### config.mk
export PLATFORM = sky130hd
export DESIGN_NAME = instr_encoder
export DESIGN_NICKNAME = d
export VERILOG_FILES = /design/src/rtl/isa_pkg.sv /design/src/rtl/instr_fifo2.sv /design/src/rtl/instr_encoder.sv
export SDC_FILE = /design/constraint.sdc
export NUM_CORES = 1
export LEC_CHECK = 0
export CORE_MARGIN = 2
export CORE_UTILIZATION = 38
export CTS_BUF_LIST = sky130_fd_sc_hd__clkbuf_16
export CTS_CLUSTER_DIAMETER = 60
export DETAILED_ROUTE_END_ITERATION = 10
export SLEW_MARGIN = 20
export SYNTH_ARGS = -nofsm -noshare
export SYNTH_HDL_FRONTEND = slang
export SYNTH_SLANG_ARGS = --single-unit
### constraint.sdc
create_clock -name clk -period 2.8 [get_ports clk]
set_input_delay 0.28 -clock clk [delete_from_list [all_inputs] [get_ports clk]]
set_output_delay 0.28 -clock clk [all_outputs]
set_load 0.01 [all_outputs]
### src/rtl/isa_pkg.sv
// isa_pkg: ISA definitions shared by the instruction decoder and instr_encoder.
//   - opcode constants
//   - bit positions of the common instruction fields
//   - encoder rejection codes
//   - helper that tests whether an immediate fits in a signed 6-bit field
package isa_pkg;

   localparam logic [3:0] OP_ADI  = 4'b0000;
   localparam logic [3:0] OP_ADD  = 4'b0001;
   localparam logic [3:0] OP_NDU  = 4'b0010;
   localparam logic [3:0] OP_LHI  = 4'b0011;
   localparam logic [3:0] OP_LW   = 4'b0100;
   localparam logic [3:0] OP_SW   = 4'b0101;
   localparam logic [3:0] OP_RSV6 = 4'b0110;
   localparam logic [3:0] OP_RSV7 = 4'b0111;
   localparam logic [3:0] OP_BEQ  = 4'b1000;
   localparam logic [3:0] OP_JAL  = 4'b1001;
   localparam logic [3:0] OP_JLR  = 4'b1010;
   localparam logic [3:0] OP_JRI  = 4'b1011;
   localparam logic [3:0] OP_LM   = 4'b1100;
   localparam logic [3:0] OP_SM   = 4'b1101;
   localparam logic [3:0] OP_RA14 = 4'b1110;
   localparam logic [3:0] OP_RA15 = 4'b1111;

   // LSB positions of the common fields (opcode is 4 bits, registers and func 2 bits)
   localparam int F_OP_LSB   = 12;
   localparam int F_RA_LSB   = 10;
   localparam int F_RB_LSB   = 8;
   localparam int F_RC_LSB   = 6;
   localparam int F_FUNC_LSB = 0;

   typedef enum logic [2:0] {
      ERR_NONE   = 3'd0,
      ERR_OPCODE = 3'd1,
      ERR_REG    = 3'd2,
      ERR_IMM    = 3'd3
   } err_e;

   // A sign-extended immediate fits 6 bits when bits [15:6] all copy bit 5.
   function automatic logic imm_fits_s6(input logic [15:0] imm);
      return imm[15:6] == {10{imm[5]}};
   endfunction

endpackage

### src/rtl/instr_fifo2.sv
// instr_fifo2: 2-entry FIFO with valid/ready on both sides.
//   clk, rst_n            clock, asynchronous active-low reset (empties, zeroes storage)
//   in_valid/in_ready     write side; in_ready depends only on the count register
//   in_data [W-1:0]       word to store
//   out_valid/out_ready   read side; head is popped on out_valid & out_ready
//   out_data [W-1:0]      head entry, stable until popped
module instr_fifo2 #(
   parameter int W = 32
) (
   input  logic         clk,
   input  logic         rst_n,
   input  logic         in_valid,
   output logic         in_ready,
   input  logic [W-1:0] in_data,
   output logic         out_valid,
   input  logic         out_ready,
   output logic [W-1:0] out_data
);

   logic [1:0][W-1:0] mem;
   logic              wr_ptr, rd_ptr;
   logic [1:0]        count;
   logic              push, pop;

   assign in_ready  = (count != 2'd2);
   assign out_valid = (count != 2'd0);
   assign out_data  = mem[rd_ptr];
   assign push      = in_valid & in_ready;
   assign pop       = out_valid & out_ready;

   always_ff @(posedge clk or negedge rst_n) begin
      if (!rst_n) begin
         mem    <= '0;
         wr_ptr <= 1'b0;
         rd_ptr <= 1'b0;
         count  <= 2'd0;
      end else begin
         if (push) begin
            mem[wr_ptr] <= in_data;
            wr_ptr      <= ~wr_ptr;
         end
         if (pop)
            rd_ptr <= ~rd_ptr;
         // simultaneous push and pop leaves the count unchanged
         if (push && !pop)
            count <= count + 2'd1;
         else if (pop && !push)
            count <= count - 2'd1;
      end
   end

endmodule

### src/rtl/instr_encoder.sv
// instr_encoder: packs decoded instruction fields into 16-bit instruction words.
//   clk, rst_n                 clock, asynchronous active-low reset
//   in_valid/in_ready          field-bundle handshake (in_ready = buffer not full)
//   opcode, func, reg_ra/rb/rc, imm_data_se, reg_select_word, addr_offset
//                              decoded fields of one instruction
//   base_addr_load, base_addr  reload the address counter
//   out_valid/out_ready        packed-word handshake from the 2-entry buffer
//   out_instr, out_addr        packed word and its instruction-memory address
//   err_valid, err_code,       one-cycle rejection pulse, last reason,
//   err_count                  saturating rejection count
module instr_encoder
   import isa_pkg::*;
#(
   parameter int ADDR_W    = 16,
   parameter int ERR_CNT_W = 8
) (
   input  logic                 clk,
   input  logic                 rst_n,
   input  logic                 in_valid,
   output logic                 in_ready,
   input  logic [3:0]           opcode,
   input  logic [1:0]           func,
   input  logic [2:0]           reg_ra,
   input  logic [2:0]           reg_rb,
   input  logic [2:0]           reg_rc,
   input  logic [15:0]          imm_data_se,
   input  logic [7:0]           reg_select_word,
   input  logic [15:0]          addr_offset,
   input  logic                 base_addr_load,
   input  logic [ADDR_W-1:0]    base_addr,
   output logic                 out_valid,
   input  logic                 out_ready,
   output logic [15:0]          out_instr,
   output logic [ADDR_W-1:0]    out_addr,
   output logic                 err_valid,
   output logic [2:0]           err_code,
   output logic [ERR_CNT_W-1:0] err_count
);

   logic [15:0]       word;
   err_e              err;
   logic              use_rb, use_rc, imm_bad, reg_bad;
   logic              accept, push;
   logic [ADDR_W-1:0] addr_cnt, push_addr;

   // Pack fields and classify the bundle; only fields the opcode uses are checked.
   always_comb begin
      word    = '0;
      use_rb  = 1'b0;
      use_rc  = 1'b0;
      imm_bad = 1'b0;
      word[F_OP_LSB +: 4] = opcode;
      word[F_RA_LSB +: 2] = reg_ra[1:0];
      case (opcode)
         OP_ADI, OP_LW, OP_SW: begin
            use_rb              = 1'b1;
            word[F_RB_LSB +: 2] = reg_rb[1:0];
            word[5:0]           = imm_data_se[5:0];
            imm_bad             = !imm_fits_s6(imm_data_se);
         end
         OP_ADD, OP_NDU: begin
            use_rb                = 1'b1;
            use_rc                = 1'b1;
            word[F_RB_LSB +: 2]   = reg_rb[1:0];
            word[F_RC_LSB +: 2]   = reg_rc[1:0];
            word[F_FUNC_LSB +: 2] = func;
         end
         OP_LHI: begin
            // left-aligned immediate: only the upper 9 bits are encodable
            word[8:0] = imm_data_se[15:7];
            imm_bad   = |imm_data_se[6:0];
         end
         OP_LM, OP_SM: word[7:0] = reg_select_word;
         OP_BEQ: begin
            use_rb              = 1'b1;
            word[F_RB_LSB +: 2] = reg_rb[1:0];
            word[5:0]           = addr_offset[5:0];
            imm_bad             = |addr_offset[15:6];
         end
         OP_JAL, OP_JRI: begin
            word[8:0] = addr_offset[8:0];
            imm_bad   = |addr_offset[15:9];
         end
         OP_JLR: begin
            use_rb              = 1'b1;
            word[F_RB_LSB +: 2] = reg_rb[1:0];
         end
         default: ;
      endcase
      reg_bad = reg_ra[2] | (use_rb & reg_rb[2]) | (use_rc & reg_rc[2]);
      if (opcode == OP_RSV6 || opcode == OP_RSV7) err = ERR_OPCODE;
      else if (reg_bad)                           err = ERR_REG;
      else if (imm_bad)                           err = ERR_IMM;
      else                                        err = ERR_NONE;
   end

   assign accept    = in_valid & in_ready;
   assign push      = accept & (err == ERR_NONE);
   // a load in the same cycle as a push gives that word the new base
   assign push_addr = base_addr_load ? base_addr : addr_cnt;

   instr_fifo2 #(.W(16 + ADDR_W)) u_fifo (
      .clk       (clk),
      .rst_n     (rst_n),
      .in_valid  (push),
      .in_ready  (in_ready),
      .in_data   ({word, push_addr}),
      .out_valid (out_valid),
      .out_ready (out_ready),
      .out_data  ({out_instr, out_addr})
   );

   always_ff @(posedge clk or negedge rst_n) begin
      if (!rst_n) begin
         addr_cnt  <= '0;
         err_valid <= 1'b0;
         err_code  <= ERR_NONE;
         err_count <= '0;
      end else begin
         if (push)
            addr_cnt <= push_addr + ADDR_W'(1);
         else if (base_addr_load)
            addr_cnt <= base_addr;
         err_valid <= accept & (err != ERR_NONE);
         if (accept && err != ERR_NONE) begin
            err_code <= err;
            if (err_count != '1)
               err_count <= err_count + ERR_CNT_W'(1);
         end
      end
   end

endmodule

==> results.py, run 1 <==
metrics = {
    "detailed_routing": {
        "via_count": 3833,
        "drt-vias-per-instance": 5.24,
        "drc": 0,
        "wl_um": 12600,
        "antenna_left": 0,
        "dr.pass1.iters": 4,
        "drt_iter0_markers": 192,
        "wl_per_cell_um": 17.2,
    },
    "yosys": {
        "synth_cell_type_count": 49,
        "yosys.area.top_type": "dfrtp_1",
        "synthFlopType": "dfrtp_1",
        "async_reset_ff_frac": 1.00,
        "synth_edf_count": 0,
        "yosysWarnings": 0,
        "synth-seq-cells": 95,
        "ys_seq_area_frac": 0.474,
        "syn_nets": 492,
        "synthCells": 413,
        "synth_top_area_share": 0.474,
        "synth_area_sq_um": 5020,
        "synth_area_leaders": "dfrtp_1 47%, mux2_2 26%, xor2_1 2.6%, a22oi_1 2.1%, xnor2_1 1.4%",
        "avgSynthCellArea_sq_um": 12.1,
    },
    "critical_path": {
        "crit_chain": "clkdlybuf4s50_1 -> nor4_1 -> buf_4 -> a21boi_1 -> a2111oi_4 -> nand2_4 -> buf_4 -> nor4_1 -> buf_4 -> xor2_1",
        "startpoint_type": "input port",
        "worstSetupPathType": "in -> reg",
        "path_delay_family": "buffers and inverters",
        "cp.depth": 10,
        "reg2reg_depth": 7,
        "end_kind": "register",
        "slowest_stage": "clkdlybuf4s50_1",
        "critPathLaunch": "imm_data_se[2]",
        "cp_max_fo": 9,
        "r2r_slack_ns": 0.75,
        "required_ns": 3.06,
        "crit_top_cell": "buf_4",
        "cp_num_buf_inv": 4,
        "r2r_end": "addr_cnt[15]",
        "endpoint": "addr_cnt[15]",
        "critPathMaxStageDelay_ns": 0.43,
        "r2r_start": "addr_cnt[4]",
        "cp.arrival_ns": 2.80,
    },
    "power": {
        "p_leak_nw": 2.83,
        "power_frac_seq": 0.377,
        "switchingPower_w": 0.00185,
        "peakVddDrop_v": 0.000443,
        "clock_power_share": 0.180,
        "internal_power_w": 0.00413,
        "power.density_nw_per_um2": 871,
        "p_sw_frac": 0.310,
        "combPwrFrac": 0.443,
    },
    "cts": {
        "clock-sinks": 95,
        "cts_tree": "built",
        "hold_buffers": 0,
        "clk_pin_slew_worst_paths_ns": 0.06,
        "cts_setup_buffers": 0,
        "insertion_delay_ns": 0.34,
        "clockBufferDepth": 2,
        "htree_levels": 3,
        "cts_buffers": 9,
        "post_cts_resized": 0,
        "root_buffer": "clkbuf_16",
    },
    "floorplanning": {
        "start_util": 0.393,
        "core_area_sq_um": 12800,
        "rows": 41,
        "io_pins": 122,
        "die_w_um": 119,
        "dieHeight_um": 119,
        "dieArea_sq_um": 14100,
    },
    "layout": {
        "final_nets": 636,
        "area_growth_pct": 36.8,
        "fin_util": 0.537,
        "drive_gt1_frac": 0.311,
        "final_common_cell": "clkdlybuf4s50_1",
        "num_antenna_cells": 0,
        "layout_common_cells": "119 x clkdlybuf4s50_1, 118 x mux2_2, 95 x dfrtp_1",
    },
    "sta": {
        "finalSetupTns_ns": 0,
        "final-setup-viol-count": 0,
        "hold_viol_final": 16,
        "max_slew_margin": 0.635,
        "worst_slew_pin_slew_ns": 0.547,
        "report.final.slew_viol_count": 0,
        "period_needed_ns": 2.54,
        "rsz0062_at_grt": "no",
        "fmax_mhz": 394,
        "timing.final.crit_share": 0.906,
        "whs_ns": -0.0268,
        "finClkSkew_ns": 0.00675,
    },
    "global_routing": {
        "grt_pass1_vias": 4063,
        "grt_max_degree": 96,
        "overflow": 0,
        "grt_antenna_before_repair": 0,
        "grt_pass1_wl_um": 21200,
        "track_usage": 0.189,
    },
    "worst_hold_path": {
        "hp-class": "in -> async",
    },
    "placed_design": {
        "hpwl_um": 9280,
        "gp_congestion": 0.914,
        "place.port_buffers": 120,
    },
    "run": {
        "cap_violations": 0,
    },
    "run_status": {
        "violations": "negative hold slack",
        "status": "finished, violations left",
    },
}
power groups by stage:
stage               combinational (W)  sequential [W]  clock, W
floorplan                     0.00143         0.00218         0
global placement              0.00264         0.00225         0
detailed placement            0.00267         0.00228         0
CTS                           0.00269         0.00226   0.00111
global route                  0.00285         0.00234   0.00116
finish                        0.00265         0.00226   0.00108
how the worst min path moves through the flow:
stage                     end  start  cells after the start
6_report         err_count[6]  rst_n                      2
3_5_place_dp     err_count[6]  rst_n                      2
2_1_floorplan     addr_cnt[0]  rst_n                      0
5_1_grt          err_count[5]  rst_n                      2
4_1_cts        u_fifo.mem[29]  rst_n                      2
3_3_place_gp     err_count[6]  rst_n                      2
cell type report:
class                           count  area [sq um]
Fill cell                        1101          5910
Clock buffer                        9           225
Clock inverter                      5          21.3
Inverter                            6          22.5
Timing Repair Buffer              155          1510
Tap cell                          172           215
Multi-Input combinational cell    290          2490
Sequential cell                    95          2380
state kept, by name, summed over array words and instances (netlist names):
signal / cells
u_fifo.count: 2
u_fifo.rd_ptr: 1
u_fifo.wr_ptr: 1
err_valid: 1
err_count: 8
err_code: 2
u_fifo.mem: 64
addr_cnt: 16
synthesized netlist by cell type (2+ instances only):
cell      number
a31oi_1        6
or2_2          2
buf_1          4
nand4_1        8
buf_4          5
clkbuf_1       5
a211oi_1       3
inv_1          6
o22ai_1        2
nand2_1       17
nor3_1        11
and2_1         3
a22oi_1       14
nand3_1       10
o21ai_0       11
dfrtp_1       95
buf_2          5
a21oi_1        6
mux2i_1        5
ha_1           3
xor2_1        15
mux2_2       118
a222oi_1       2
buf_6          3
nor2_1        12
nor4_1         8
and3_1         3
nor3b_1        3
xnor2_1        8
routing by layer:
| metal | routed length (um) | GRT usage |
|---|---|---|
| met1 | 5850 | 0.259 |
| met2 | 5860 | 0.296 |
| met3 | 638 | 0.0350 |
| met4 | 242 | 0.0751 |
| met5 | 0 | 0 |
through the flow:
stage          instances  instance area [sq um]  hold slack, ns  setup slack (ns)  power [W]
4_1_cts              732                   6870          0.0175             0.289    0.00606
6_report             732                   6870         -0.0268             0.264    0.00598
3_5_place_dp         718                   6620           0.385           -0.0650    0.00495
3_3_place_gp         718                   6620           0.373            -0.120    0.00489
5_1_grt              732                   6870          0.0359             0.109    0.00636
2_1_floorplan        413                   5020         -0.0156             0.317    0.00361
kinds of logic after synthesis:
| family | share of synthesized area |
|---|---|
| multiplexers | 0.275 |
| flip-flops | 0.474 |
| AND/OR/NAND/NOR | 0.0965 |
| AO/OA/AOI/OAI | 0.0761 |
| buffers and inverters | 0.0304 |
| XOR/XNOR | 0.0402 |
| adder cells (fa/ha/maj) | 0.00748 |
| other | 0.000747 |
No activity file was read; power rests on OpenSTA's default activity.
==> run 2, diff against run 1 <==
--- a/config.mk
+++ b/config.mk
@@ -10,6 +10,7 @@
 export CTS_BUF_LIST = sky130_fd_sc_hd__clkbuf_16
 export CTS_CLUSTER_DIAMETER = 60
 export DETAILED_ROUTE_END_ITERATION = 10
+export SETUP_SLACK_MARGIN = 0.1
 export SLEW_MARGIN = 20
 export SYNTH_ARGS = -nofsm -noshare
 export SYNTH_HDL_FRONTEND = slang
==> results of run 2 <==
Same layout as run 1: the final DEF is identical, and so are final timing and power.
==> run 3, diff against run 2 <==
--- a/config.mk
+++ b/config.mk
@@ -6,10 +6,11 @@
 export NUM_CORES = 1
 export LEC_CHECK = 0
 export CORE_MARGIN = 2
-export CORE_UTILIZATION = 38
+export CORE_UTILIZATION = 35
 export CTS_BUF_LIST = sky130_fd_sc_hd__clkbuf_16
 export CTS_CLUSTER_DIAMETER = 60
 export DETAILED_ROUTE_END_ITERATION = 10
+export MAX_ROUTING_LAYER = met4
 export SETUP_SLACK_MARGIN = 0.1
 export SLEW_MARGIN = 20
 export SYNTH_ARGS = -nofsm -noshare
==> results.py, run 3 (synthesis results as in run 1) <==
metrics = {
    "run_status": {
        "status": "finished, violations left",
        "violations": "negative hold slack",
    },
    "cts": {
        "insertion_delay_ns": 0.34,
        "cts_buffers": 9,
        "cts_tree": "built",
        "root_buffer": "clkbuf_16",
        "cts_setup_buffers": 0,
        "hold_buffers": 0,
        "clockBufferDepth": 2,
        "clk_pin_slew_worst_paths_ns": 0.06,
        "htree_levels": 3,
        "clock-sinks": 95,
    },
    "worst_hold_path": {
        "hp-class": "in -> async",
    },
    "detailed_routing": {
        "drt_iter0_markers": 182,
        "wl_per_cell_um": 16.9,
        "antenna_left": 0,
        "via_count": 3826,
        "drc": 0,
        "drt-vias-per-instance": 5.16,
        "dr.pass1.iters": 4,
        "wl_um": 12500,
    },
    "layout": {
        "fin_util": 0.498,
        "final_nets": 635,
        "layout_common_cells": "119 x clkdlybuf4s50_1, 118 x mux2_2, 95 x dfrtp_1",
        "top_register": "u_fifo.mem",
        "largest_register_ffs": 64,
        "drive_gt1_frac": 0.317,
        "top_regs": "u_fifo.mem: 64 flops, addr_cnt: 16 flops, err_count: 8 flops",
        "area_growth_pct": 38.2,
        "final_common_cell": "clkdlybuf4s50_1",
        "fillerInstances": 1257,
        "num_antenna_cells": 0,
    },
    "critical_path": {
        "worstSetupPathType": "in -> reg",
        "critPathMaxStageDelay_ns": 0.45,
        "path_delay_family": "buffers and inverters",
        "slowest_stage": "clkdlybuf4s50_1",
        "crit_chain": "clkdlybuf4s50_1 -> nor4_2 -> a21boi_1 -> buf_4 -> a2111oi_4 -> nand2_4 -> nor3_4 -> buf_12 -> mux2_2",
        "cp_max_fo": 32,
        "startpoint_type": "input port",
        "required_ns": 3.03,
        "end_kind": "register",
        "cp.arrival_ns": 2.71,
        "cp_num_buf_inv": 3,
    },
    "placed_design": {
        "place.port_buffers": 120,
        "gp_congestion": 0.846,
        "pre_cts_ws_ns": -0.160,
        "hpwl_um": 9150,
    },
    "floorplanning": {
        "start_util": 0.360,
        "dieArea_sq_um": 15300,
        "dieHeight_um": 124,
        "rows": 43,
        "core_area_sq_um": 13900,
        "die_w_um": 124,
        "io_pins": 122,
    },
    "power": {
        "power.density_nw_per_um2": 879,
        "p_leak_nw": 2.84,
        "power_w": 0.00610,
        "peakVddDrop_v": 0.000482,
    },
    "sta": {
        "fmax_mhz": 403,
        "layout_setup_ws_ns": 0.316,
        "final-setup-viol-count": 0,
        "max_slew_margin": 0.496,
        "timing.final.crit_share": 0.887,
        "finalSetupTns_ns": 0,
        "period_needed_ns": 2.48,
        "worst_slew_pin_slew_ns": 0.757,
        "whs_ns": -0.000129,
        "report.final.slew_viol_count": 0,
        "finClkSkew_ns": 0.00796,
        "rsz0062_at_grt": "no",
        "hold_viol_final": 1,
    },
    "global_routing": {
        "grt_max_degree": 58,
        "track_usage": 0.180,
        "grt_pass1_wl_um": 20600,
        "overflow": 0,
        "grt_pass1_vias": 4049,
        "grt_antenna_before_repair": 0,
    },
    "run": {
        "cap_violations": 0,
    },
}
## run 3: cell type report
type                    instances  area (sq um)  area share
multi-input cells             290          2500       0.360
flip-flops and latches         95          2380       0.343
repair buffers                154          1520       0.219
clock buffers                   9           225      0.0325
well taps                     180           225      0.0325
clock inverters                 7          70.1      0.0101
inverters                       6          22.5     0.00325
## run 3: final timing paths
| check | endpoint | slack [ns] | cells after the start | start |
|---|---|---|---|---|
| worst max-delay path | u_fifo.mem[12] | 0.32 | 9 | imm_data_se[2] |
| worst min-delay path | err_valid | -0.0001 | 1 | rst_n |
| worst max register to register | u_fifo.mem[12] | 0.75 | 6 | u_fifo.count[0] |
| worst min register to register | err_code[0] | 0.50 | 1 | err_code[0] |
| max in group asynchronous | u_fifo.mem[12] | 2.12 | 2 | rst_n |
| min in group clk | err_code[0] | 0.50 | 1 | err_code[0] |
## run 3: timing repair
action / 4_1_cts / 5_1_grt
hold endpoints to repair: 0 / 0
gates resized for setup: 0 / 1
endpoints found under the setup margin: 0 / 33
## run 3: where the power goes
group	total (W)	internal [W]	leakage, nW	switching (W)
clock network	0.00123	0.000694	0.148	0.000535
registers	0.00222	0.00192	1.17	0.000306
logic	0.00264	0.00162	1.53	0.00102
## run 3: routing by layer
layer,up-vias,track usage,share of wire
li1,1805,-,-
met1,1878,0.233,0.45
met2,123,0.279,0.46
met3,20,0.0417,0.064
met4,0,0.0653,0.019
met5,-,-,0
## run 3: stage by stage
| step | instance area (sq um) | std cells |
|---|---|---|
| after detailed placement | 6630 | 725 |
| final | 6940 | 741 |
| after global routing | 6940 | 741 |
| after floorplan | 5020 | 413 |
| after CTS | 6930 | 741 |
| after global placement | 6630 | 725 |
